[src/rtl/systolic_tile_scheduler_if.sv]
// Result port bundle for the tile scheduler.
// master drives res_valid/res_data, slave drives res_ready.
interface systolic_tile_scheduler_if #(
    parameter int data_width = 216
);
    logic                    res_valid;
    logic                    res_ready;
    logic [0:data_width-1]   res_data;

    modport master (
        output res_valid,
        output res_data,
        input  res_ready
    );

    modport slave (
        input  res_valid,
        input  res_data,
        output res_ready
    );
endinterface

[src/rtl/systolic_tile_scheduler.sv]
// Runs one systolic array over num_tiles K-tiles and sums the partial
// products into an accumulator bank, then offers the sum on res (valid/ready).
// Ports: clk, reset (sync, active-high), start, busy, tile_idx,
//   l_rd_addr/l_rd_data, t_rd_addr/t_rd_data (1-cycle read latency buffers),
//   sa_clear/sa_left/sa_top/sa_result (array side), res (result interface).
module systolic_tile_scheduler #(
    parameter int in_word_size  = 8,
    parameter int out_word_size = 24,
    parameter int num_row       = 3,
    parameter int num_col       = 3,
    parameter int tile_k        = 3,
    parameter int num_tiles     = 9,
    parameter int drain_cycles  = 8,
    parameter int addr_width    = 5
) (
    input  logic                                      clk,
    input  logic                                      reset,
    input  logic                                      start,
    output logic                                      busy,
    output logic [$clog2(num_tiles):0]                tile_idx,
    output logic [addr_width-1:0]                     l_rd_addr,
    input  logic [in_word_size*num_row-1:0]           l_rd_data,
    output logic [addr_width-1:0]                     t_rd_addr,
    input  logic [in_word_size*num_col-1:0]           t_rd_data,
    output logic                                      sa_clear,
    output logic [in_word_size*num_row-1:0]           sa_left,
    output logic [in_word_size*num_col-1:0]           sa_top,
    input  logic [0:out_word_size*num_row*num_col-1]  sa_result,
    systolic_tile_scheduler_if.master                 res
);

    localparam int n_pe   = num_row * num_col;
    localparam int tile_w = $clog2(num_tiles) + 1;
    localparam int k_w    = $clog2(tile_k + 1);
    localparam int d_w    = $clog2(drain_cycles + 1);

    localparam logic [tile_w-1:0] tile_last = tile_w'(num_tiles - 1);
    localparam logic [k_w-1:0]    k_last    = k_w'(tile_k - 1);
    localparam logic [d_w-1:0]    d_last    = d_w'(drain_cycles - 1);

    typedef enum logic [2:0] {
        IDLE,
        CLEAR,
        FEED,
        DRAIN,
        ACCUM,
        OUTPUT
    } state_t;

    state_t              state, state_n;
    logic [tile_w-1:0]   tile, tile_n;
    logic [k_w-1:0]      k, k_n;
    logic [d_w-1:0]      d, d_n;
    logic                acc_clr;
    logic                acc_add;
    logic                out_valid;
    logic [addr_width-1:0] base;
    logic [addr_width-1:0] rd_addr;

    logic [out_word_size-1:0]        acc [n_pe];
    logic [0:out_word_size*n_pe-1]   acc_flat;

    // First K index of the current tile in the operand buffers.
    assign base = addr_width'(32'(tile) * 32'(tile_k));

    always_ff @(posedge clk) begin
        if (reset) begin
            state <= IDLE;
            tile  <= '0;
            k     <= '0;
            d     <= '0;
        end else begin
            state <= state_n;
            tile  <= tile_n;
            k     <= k_n;
            d     <= d_n;
        end
    end

    always_comb begin
        state_n   = state;
        tile_n    = tile;
        k_n       = k;
        d_n       = d;
        acc_clr   = 1'b0;
        acc_add   = 1'b0;
        out_valid = 1'b0;
        sa_clear  = 1'b0;
        sa_left   = '0;
        sa_top    = '0;
        rd_addr   = '0;
        unique case (state)
            IDLE: begin
                sa_clear = 1'b1;
                if (start) begin
                    state_n = CLEAR;
                    tile_n  = '0;
                    acc_clr = 1'b1;
                end
            end
            CLEAR: begin
                sa_clear = 1'b1;
                rd_addr  = base;
                state_n  = FEED;
                k_n      = '0;
            end
            FEED: begin
                // Read data lags its address by one cycle, so the
                // address presented here is for the next FEED cycle.
                sa_left = l_rd_data;
                sa_top  = t_rd_data;
                if (k != k_last) begin
                    rd_addr = base + addr_width'(k) + addr_width'(1);
                    k_n     = k + k_w'(1);
                end else begin
                    state_n = DRAIN;
                    d_n     = '0;
                end
            end
            DRAIN: begin
                if (d == d_last) begin
                    state_n = ACCUM;
                end else begin
                    d_n = d + d_w'(1);
                end
            end
            ACCUM: begin
                acc_add = 1'b1;
                state_n = CLEAR;
                if (tile == tile_last) begin
                    state_n = OUTPUT;
                end else begin
                    tile_n = tile + tile_w'(1);
                end
            end
            OUTPUT: begin
                out_valid = 1'b1;
                sa_clear  = 1'b1;
                if (res.res_ready) begin
                    state_n = IDLE;
                    tile_n  = '0;
                end
            end
            default: begin
                state_n = IDLE;
                tile_n  = '0;
            end
        endcase
    end

    // Sums wrap modulo 2^out_word_size.
    always_ff @(posedge clk) begin
        for (int i = 0; i < n_pe; i++) begin
            if (reset || acc_clr) begin
                acc[i] <= '0;
            end else if (acc_add) begin
                acc[i] <= acc[i]
                        + sa_result[i*out_word_size +: out_word_size];
            end
        end
    end

    always_comb begin
        acc_flat = '0;
        for (int i = 0; i < n_pe; i++) begin
            acc_flat[i*out_word_size +: out_word_size] = acc[i];
        end
    end

    assign busy          = (state != IDLE);
    assign tile_idx      = tile;
    assign l_rd_addr     = rd_addr;
    assign t_rd_addr     = rd_addr;
    assign res.res_valid = out_valid;
    assign res.res_data  = acc_flat;

endmodule

[src/flat_wrapper.sv]
// flat-port wrapper written by rule: the top's interface ports become plain ports
module systolic_tile_scheduler_flat 
#(
    parameter int in_word_size  = 8,
    parameter int out_word_size = 24,
    parameter int num_row       = 3,
    parameter int num_col       = 3,
    parameter int tile_k        = 3,
    parameter int num_tiles     = 9,
    parameter int drain_cycles  = 8,
    parameter int addr_width    = 5
)
  (clk, reset, start, busy, tile_idx, l_rd_addr, l_rd_data, t_rd_addr, t_rd_data, sa_clear, sa_left, sa_top, sa_result, res_res_valid, res_res_data, res_res_ready);
  systolic_tile_scheduler_if #(.data_width(216)) res_i ();
  input  logic clk;
  input  logic reset;
  input  logic start;
  output logic busy;
  output logic [$clog2(num_tiles):0] tile_idx;
  output logic [addr_width-1:0] l_rd_addr;
  input  logic [in_word_size*num_row-1:0] l_rd_data;
  output logic [addr_width-1:0] t_rd_addr;
  input  logic [in_word_size*num_col-1:0] t_rd_data;
  output logic sa_clear;
  output logic [in_word_size*num_row-1:0] sa_left;
  output logic [in_word_size*num_col-1:0] sa_top;
  input  logic [0:out_word_size*num_row*num_col-1] sa_result;
  output wire logic [$bits(res_i.res_valid)-1:0] res_res_valid;
  output wire logic [$bits(res_i.res_data)-1:0] res_res_data;
  input wire logic [$bits(res_i.res_ready)-1:0] res_res_ready;
  assign res_res_valid = res_i.res_valid;
  assign res_res_data = res_i.res_data;
  assign res_i.res_ready = res_res_ready;
  systolic_tile_scheduler #(.in_word_size(in_word_size), .out_word_size(out_word_size), .num_row(num_row), .num_col(num_col), .tile_k(tile_k), .num_tiles(num_tiles), .drain_cycles(drain_cycles), .addr_width(addr_width)) u_core (.clk(clk), .reset(reset), .start(start), .busy(busy), .tile_idx(tile_idx), .l_rd_addr(l_rd_addr), .l_rd_data(l_rd_data), .t_rd_addr(t_rd_addr), .t_rd_data(t_rd_data), .sa_clear(sa_clear), .sa_left(sa_left), .sa_top(sa_top), .sa_result(sa_result), .res(res_i));
endmodule
[config.mk]
export PLATFORM = sky130hd
export DESIGN_NAME = systolic_tile_scheduler_flat
export DESIGN_NICKNAME = d
export VERILOG_FILES = /design/src/rtl/systolic_tile_scheduler_if.sv /design/src/rtl/systolic_tile_scheduler.sv /design/src/flat_wrapper.sv
export SDC_FILE = /design/constraint.sdc
export NUM_CORES = 1
export LEC_CHECK = 0
export ABC_AREA = 1
export CORE_MARGIN = 2
export CORE_UTILIZATION = 45
export CTS_CLUSTER_SIZE = 8
export DETAILED_ROUTE_END_ITERATION = 10
export MAX_ROUTING_LAYER = met4
export PLACE_DENSITY_LB_ADDON = 0.12
export RECOVER_POWER = 50
export SLEW_MARGIN = 20
export SYNTH_ARGS = -nofsm -noshare
export SYNTH_HDL_FRONTEND = slang
export SYNTH_SLANG_ARGS = --single-unit
[constraint.sdc]
create_clock -name clk -period 6.16 [get_ports clk]
set_clock_uncertainty 0.1 [all_clocks]
set_input_delay 1.232 -clock clk [delete_from_list [all_inputs] [get_ports clk]]
set_output_delay 1.232 -clock clk [all_outputs]
set_load 0.005 [all_outputs]
; After elaboration in Yosys (flattened, before gate mapping)
; Memory sizes are Yosys's and may differ from the RTL's.
; Index checks and enable logic that the tools add are counted.
[word_totals]
output_inout_bits = 282
input_bits = 268
reg_bits = 14
n_memories = 1
ram_bits = 216
elab_cells = 94
[classes]
muxes = 38
n_reduce_logical = 11
add_sub_neg = 14
bitwise = 10
multipliers = 1
eq_ne = 15
[memory_table]
columns = memory, depth, word_bits, rd, rd_ports_with_merged_regs, write_ports, line
row1 = u_core.acc, 9, 24, 9, 0, 9, systolic_tile_scheduler.sv:60  ; logic [out_word_size-1:0] acc [n_pe];
[ops]
columns = op, count
row1 = $mux W24, 11
row2 = $add A24 B24 Y24, 9
row3 = $mux W5, 4
row4 = $pmux W5 S4, 1
row5 = $pmux W3 S6, 1
row6 = $mux W3, 5
row7 = $ne A2 B2 Y1 const B, 6
row8 = $add A5 B1 Y5 const B, 2
row9 = $mux W1, 10
row10 = $pmux W5 S2, 1
row11 = $or A1 B1 Y1, 9
row12 = $mux W4, 2
row13 = $pmux W4 S2, 1
row14 = $reduce_and A4 Y1, 2
row15 = $eq A3 B2 Y1 const B, 2
row16 = $eq A3 B3 Y1 const B, 2
row17 = $reduce_or A3 Y1, 2
row18 = $add A5 B2 Y5, 1
row19 = $eq A5 B4 Y1 const B, 1
row20 = $mul A5 B2 Y5 const B, 1
row21 = $add A4 B1 Y4 const B, 1
row22 = $eq A4 B3 Y1 const B, 1
row23 = $ne A2 B1 Y1 const B, 2
row24 = $pmux W2 S2, 1
row25 = other kinds (10), 11

; Depth between registers and ports, before layout
; Gate-level depths: netlist of the first run.
[logic_depth]
ltp_word = 6
depth_mapped = 12
ltp_nobuf = 12

; Worst setup path after synthesis of the first run
; OpenSTA, ideal clock, no wires.
[synth_path]
path_kind = input port to flip-flop
startpoint = input port reset
endpoint = memory u_core.acc[0][0], enable pin
path_slack_ns = 1.210
setup_ns = 0.487
arrival_time_ns = 4.363
cell_stages = 4
cell_sequence = clkbuf_1 -> inv_1 -> o21ai_2 -> or2_2
[synth_lines]
columns = item, line
row1 = from (decl), flat_wrapper.sv:16  ; input logic reset;
row2 = to (decl), systolic_tile_scheduler.sv:60

==> summary.md, run 1 <==
| Metric | Value |
|---|---|
| Status | finished, violations left |
| Failing checks | capacitance limit, slew limit |
| Register bit count reported by yosys | 230 |
| CTS buffer count | 35 |
| Core ar. | 52700 um^2 |
| Simple-gate portion of the synthesized area | 38.3% |
| Least-Margin Pin Slew | 2.70 ns |
| Clk pin slew, worst setup/hold paths | 0.06 ns |
| H-tree levels | 2 |
| Count of pins over their slew limit | 32 |
| Compound-Gate Fraction of Synth Area | 6.82% |
| Syn Area/Cell | 6.08 um^2 |
| Crit start category | primary input |
| HP Class | register to register |
| Final instance area | 31300 um^2 |
| Slew headroom | -80.1% |
| CP Capture Type | register |
| Row Count | 84 |
| WP data arrival | 4.96 ns |
| Worst-path maximum fanout | 103 |
| Hold Fails Final Rpt | 0 |
| CTS resizes | 0 |
| Vias | 25400 |
| Placed inst area | 30200 um^2 |
| Via/cell ratio | 4.85 |
| Proportion of synthesized area in mux cells | 0% |
| Power per standard cell area | 358 nW/um^2 |
| Async set-reset flop share out of synthesis | 0% |
| Die Height | 235 um |
| Max VDD drop | 0.223 mV |
| Synth Cell Area | 24100 um^2 |
| Met1 wire length | 34300 um |
| DR top layer | met4 |
| Initial core utilization | 45.7% |
| Drt first pass iters | 5 |
| Clock buffer depth | 3 |
| Pleak | 0.0171 uW |
| CTS root buf | clkbuf_16 |
| GRT overflow | 0 |
| RSZ-0062 raised after global routing | no |
| Layout Cells excl Fill | 5234 |
| Clk sink count | 230 |
| CTS tree | built |
| Io pins | 550 |
| Largest net degree at the start of global routing | 167 |
| Dpl hpwl | 64500 um |
| Fmax | 204 MHz |
| Yosys warns | 0 |
| Share of cells above drive strength 1 | 1.22% |
| Largest family of logic cells by synthesized area | simple AND/OR/NAND/NOR gates |
| Layout area overhead | 30.0% |
| Post-Route WL | 79600 um |
| Starting DRT DRC Count | 1648 |
| Initial antenna violation count | 20 |
| Fillcell total | 5273 |
| Adder-cell share of the synthesized area | 12.2% |
| Sequential share of the synthesized area | 28.1% |
| Library cells used by synthesis | 39 |
| Final layout net count | 5004 |
| Met3 wire length | 6430 um |
| Placer Congestion | 0.966 |
| Max-cap viol count | 1 |
| Syn_nets | 4449 |
| Crit-path cells | dlygate4sd3_1 > inv_1 > o21ai_0 > or2_0 > buf_12 |
| Die X | 235 um |
| Top FF cell, synth | edfxtp_1 |
| Placed cells | 5160 |
| First-pass GRT wire length | 125000 um |
| Worst path slowest cell | or2_0 |
| Crit share post-route | 79.4% |
| Die ar. | 55300 um^2 |
| Residual DRC count | 0 |
| WL met2 | 36600 um |
| Synth Area in XOR/XNOR | 0.655% |
| Setup repair bufs after CTS | 0 |
| Synthesized instance count | 3954 |
| Setup_tns | 0 ns |
| Crit path required time | 6.23 ns |
| Tmin final | 4.89 ns |
| PortBufs | 549 |
| Worst path max stage delay | 1.99 ns |
| Vias in the first global route | 24000 |
| Final setup violating endpoints | 0 |
| WS Path Type | primary input to register |
| Clock Latency Late Sink | 0.55 ns |
| Number of routed nets with antenna violations | 0 |
| CTS hold repair buffers | 0 |
| Drt wl/cell | 15.2 um |
| GRT Total Usage | 29.0% |
| Number of synthesized flops with an enable pin | 216 |
## power by group
| part | total, uW | internal (uW) | leakage [uW] | switching [uW] |
|---|---|---|---|---|
| clock | 1840 | 1080 | 0.000472 | 758 |
| sequential | 2770 | 2400 | 0.00244 | 371 |
| combinational | 6600 | 2530 | 0.0142 | 4070 |
## final timing paths
path / from / end / slack [ns] / cells after the start
worst max-delay path: reset / u_core.acc[5][0] / 1.27 / 5
worst min-delay path: u_core.d[1] / u_core.d[1] / 0.41 / 2
worst max register to register: u_core.state[0] / u_core.acc[5][0] / 2.08 / 5
worst min register to register: u_core.d[1] / u_core.d[1] / 0.41 / 2
## critical path: cells and delay by family
family	cells	cell delay, ns
compound gates	1	0.20
buf+inv	3	1.40
simple gates	1	1.99
## sequential cells by signal (all words and copies together) (netlist names)
name,cells
u_core.k,2
u_core.tile_idx,5
u_core.acc,216
u_core.d,4
u_core.state,3
## stage by stage
stage	hold slack, ns	setup slack (ns)	util [%]	power [uW]
floorplan	0.361	1.21	-	6880
global placement	0.401	2.36	57.4	9510
detailed placement	0.410	2.32	57.4	9550
CTS	0.418	1.84	59.3	11400
global route	0.437	0.961	59.3	12200
finish	0.415	1.27	59.4	11200
## logic make-up (layout without fill, tap and decap cells)
logic type / Yosys count / in the layout
adders and majority gates: 227 / 227
other: 0 / 24
DFF: 230 / 230
AOI/OAI and AO/OA: 318 / 318
and+or+nand+nor: 2293 / 2293
xor gates and xnor gates: 18 / 18
buffers and inverters: 868 / 1436
## layer usage
| metal | vias up | global-route usage (%) |
|---|---|---|
| li1 | 13400 | - |
| met2 | 713 | 46.9 |
| met1 | 11200 | 35.5 |
| met4 | 0 | 10.2 |
| met5 | - | - |
| met3 | 117 | 6.79 |
## layout make-up
cell class	count	area [um^2]	area share (%)
clock buffer	48	967	3.09
antenna	24	60.1	0.192
timing repair buffer	553	5560	17.8
tap	688	861	2.75
multi-input combinational	2856	13900	44.5
inverter	833	3130	10.0
sequential	230	6770	21.6
clock inverter	2	7.51	0.0240
## layout by cell type, fill, tap and decap left out, types with 58 or more instances in the layout
cell	netlist	routed
edfxtp_1	216	216
dlygate4sd3_1	0	223
nand3_1	202	203
ha_1	216	216
nand4_1	58	58
nand2_1	1472	1472
nor2_1	491	492
clkdlybuf4s50_1	0	326
inv_1	830	831
a21oi_1	227	227
## synth_stat cells (7+ instances only)
library cell / instances / area (um^2)
nand4_1: 58 / 363
a21oi_1: 227 / 1140
nand3b_1: 13 / 97.6
dfxtp_1: 14 / 280
inv_1: 830 / 3120
or2_2: 11 / 68.8
edfxtp_1: 216 / 6490
buf_2: 7 / 35.0
nand2_1: 1472 / 5530
and2_1: 8 / 50.1
xnor2_1: 10 / 87.6
nor2_1: 491 / 1840
nor3_1: 22 / 110
buf_4: 17 / 128
o21ai_0: 42 / 210
fa_1: 11 / 220
xor2_1: 8 / 70.1
nor3b_1: 10 / 75.1
ha_1: 216 / 2700
o21ai_1: 29 / 145
nand3_1: 202 / 1010
(Power assumes the default switching activity.)
==> inputs of run 2 (changes only) <==
Clock period 6.16 ns to 4.45 ns, I/O delays scaled along.
==> summary.md, run 2 (synthesis gave the netlist of run 1 again) <==
| Metric | Value |
|---|---|
| Crit-path cells | dlygate4sd3_1 > inv_1 > o21ai_0 > or2_1 > clkbuf_2 |
| First-pass GRT wire length | 122000 um |
| Overall power | 15500 uW |
| Crit path required time | 4.51 ns |
| Dpl hpwl | 63500 um |
| Least-Margin Pin Slew | 1.66 ns |
| Max VDD drop | 0.286 mV |
| Fmax | 247 MHz |
| Crit start category | primary input |
| Starting DRT DRC Count | 1770 |
| Worst path max stage delay | 1.02 ns |
| CP bufs+invs | 3 |
| Io pins | 550 |
| CTS root buf | clkbuf_16 |
| Placer Congestion | 0.983 |
| CTS hold repair buffers | 0 |
| Max-cap viol count | 1 |
| Slew headroom | -10.6% |
| Core ar. | 52700 um^2 |
| Via/cell ratio | 4.84 |
| Die X | 235 um |
| Top Family by Delay on Critical Path | buffers and inverters |
| Share of cells above drive strength 1 | 1.37% |
| Die ar. | 55300 um^2 |
| Tmin final | 4.05 ns |
| Clock buffer depth | 3 |
| Post-layout util | 59.5% |
| WS Path Type | primary input to register |
| Initial antenna violation count | 26 |
| Worst Setup Slack, final | 0.400 ns |
| HP Class | register to register |
| Largest net degree at the start of global routing | 167 |
| GRT Total Usage | 28.3% |
| RSZ-0062 raised after global routing | no |
| Final layout net count | 5012 |
| PortBufs | 549 |
| Vias | 25400 |
| Die Height | 235 um |
| CP Capture Type | register |
| Power per standard cell area | 495 nW/um^2 |
| Fillcell total | 5221 |
| Most common cell after layout, fill and taps aside | nand2_1 |
| Setup repair bufs after CTS | 0 |
| Crit share post-route | 91.0% |
| Max reg flops | 216 |
| Worst path slowest cell | or2_1 |
| Pleak | 0.0171 uW |
| Final setup violating endpoints | 0 |
| Number of routed nets with antenna violations | 0 |
| Vias in the first global route | 23500 |
| WP data arrival | 4.11 ns |
| CTS buffer count | 36 |
| Top reg by flops | u_core.acc |
| Drt wl/cell | 15.0 um |
| Hold Fails Final Rpt | 0 |
| Initial core utilization | 45.7% |
| GRT overflow | 0 |
| Post-Route WL | 78500 um |
| Clk sink count | 230 |
| DP Worst Slack | 1.05 ns |
| Worst-path maximum fanout | 38 |
| Clock Latency Late Sink | 0.55 ns |
| Row Count | 84 |
| Clk pin slew, worst setup/hold paths | 0.05 ns |
| Residual DRC count | 0 |
| Layout area overhead | 30.2% |
| Setup_tns | 0 ns |
| Drt first pass iters | 6 |
| CTS resizes | 0 |
| CTS tree | built |
| Commonest cells after routing, fill and taps aside | 1472 x nand2_1, 832 x inv_1, 491 x nor2_1 |
| Failing checks | capacitance limit, slew limit |
| Count of pins over their slew limit | 25 |
| Status | finished, violations left |
| H-tree levels | 2 |
-- run 2: final cells by class --
cell class | instances | area [um^2] | share of cell area (%)
flip-flops and latches | 230 | 6770 | 21.6
multi-input cells | 2856 | 13900 | 44.4
inverters | 833 | 3130 | 9.98
diodes | 29 | 72.6 | 0.232
well taps | 688 | 861 | 2.75
repair buffers | 560 | 5590 | 17.8
clock inverters | 2 | 10.0 | 0.0320
clock buffers | 50 | 985 | 3.14
-- run 2: layer usage --
layer  track usage, %  wire (um)  vias to the layer above
li1                 -          -                    13400
met1             34.5      33900                    11100
met2             45.3      36200                      735
met3             6.30       5580                      141
met4             11.4       2810                        0
met5                -          0                        -
-- run 2: where the power goes --
part,internal [uW],switching [uW]
logic,3500,5600
clock network,1520,1050
registers,3320,529
-- run 2: worst paths after layout --
| path | from | slack [ns] | endpoint | depth (start not counted) |
|---|---|---|---|---|
| setup / recovery | reset | 0.40 | u_core.acc[6][14] | 5 |
| hold / removal | u_core.d[2] | 0.39 | u_core.d[2] | 2 |
| setup reg to reg | u_core.state[0] | 0.92 | u_core.acc[6][14] | 5 |
| hold reg to reg | u_core.d[2] | 0.39 | u_core.d[2] | 2 |
-- run 2: worst min-delay path, delay by kind of cell, from the launching register on --
family,cells,cell delay (ns)
and+or+nand+nor,1,0.07
AOI/OAI and AO/OA,1,0.05
DFF,1,0.32
-- run 2: through the flow --
step | hold slack, ns | cells | instance area (um^2)
2_1_floorplan | 0.361 | 3954 | 24100
3_3_place_gp | 0.380 | 5167 | 30300
3_5_place_dp | 0.381 | 5167 | 30300
4_1_cts | 0.389 | 5219 | 31300
5_1_grt | 0.422 | 5245 | 31300
6_report | 0.391 | 5248 | 31300
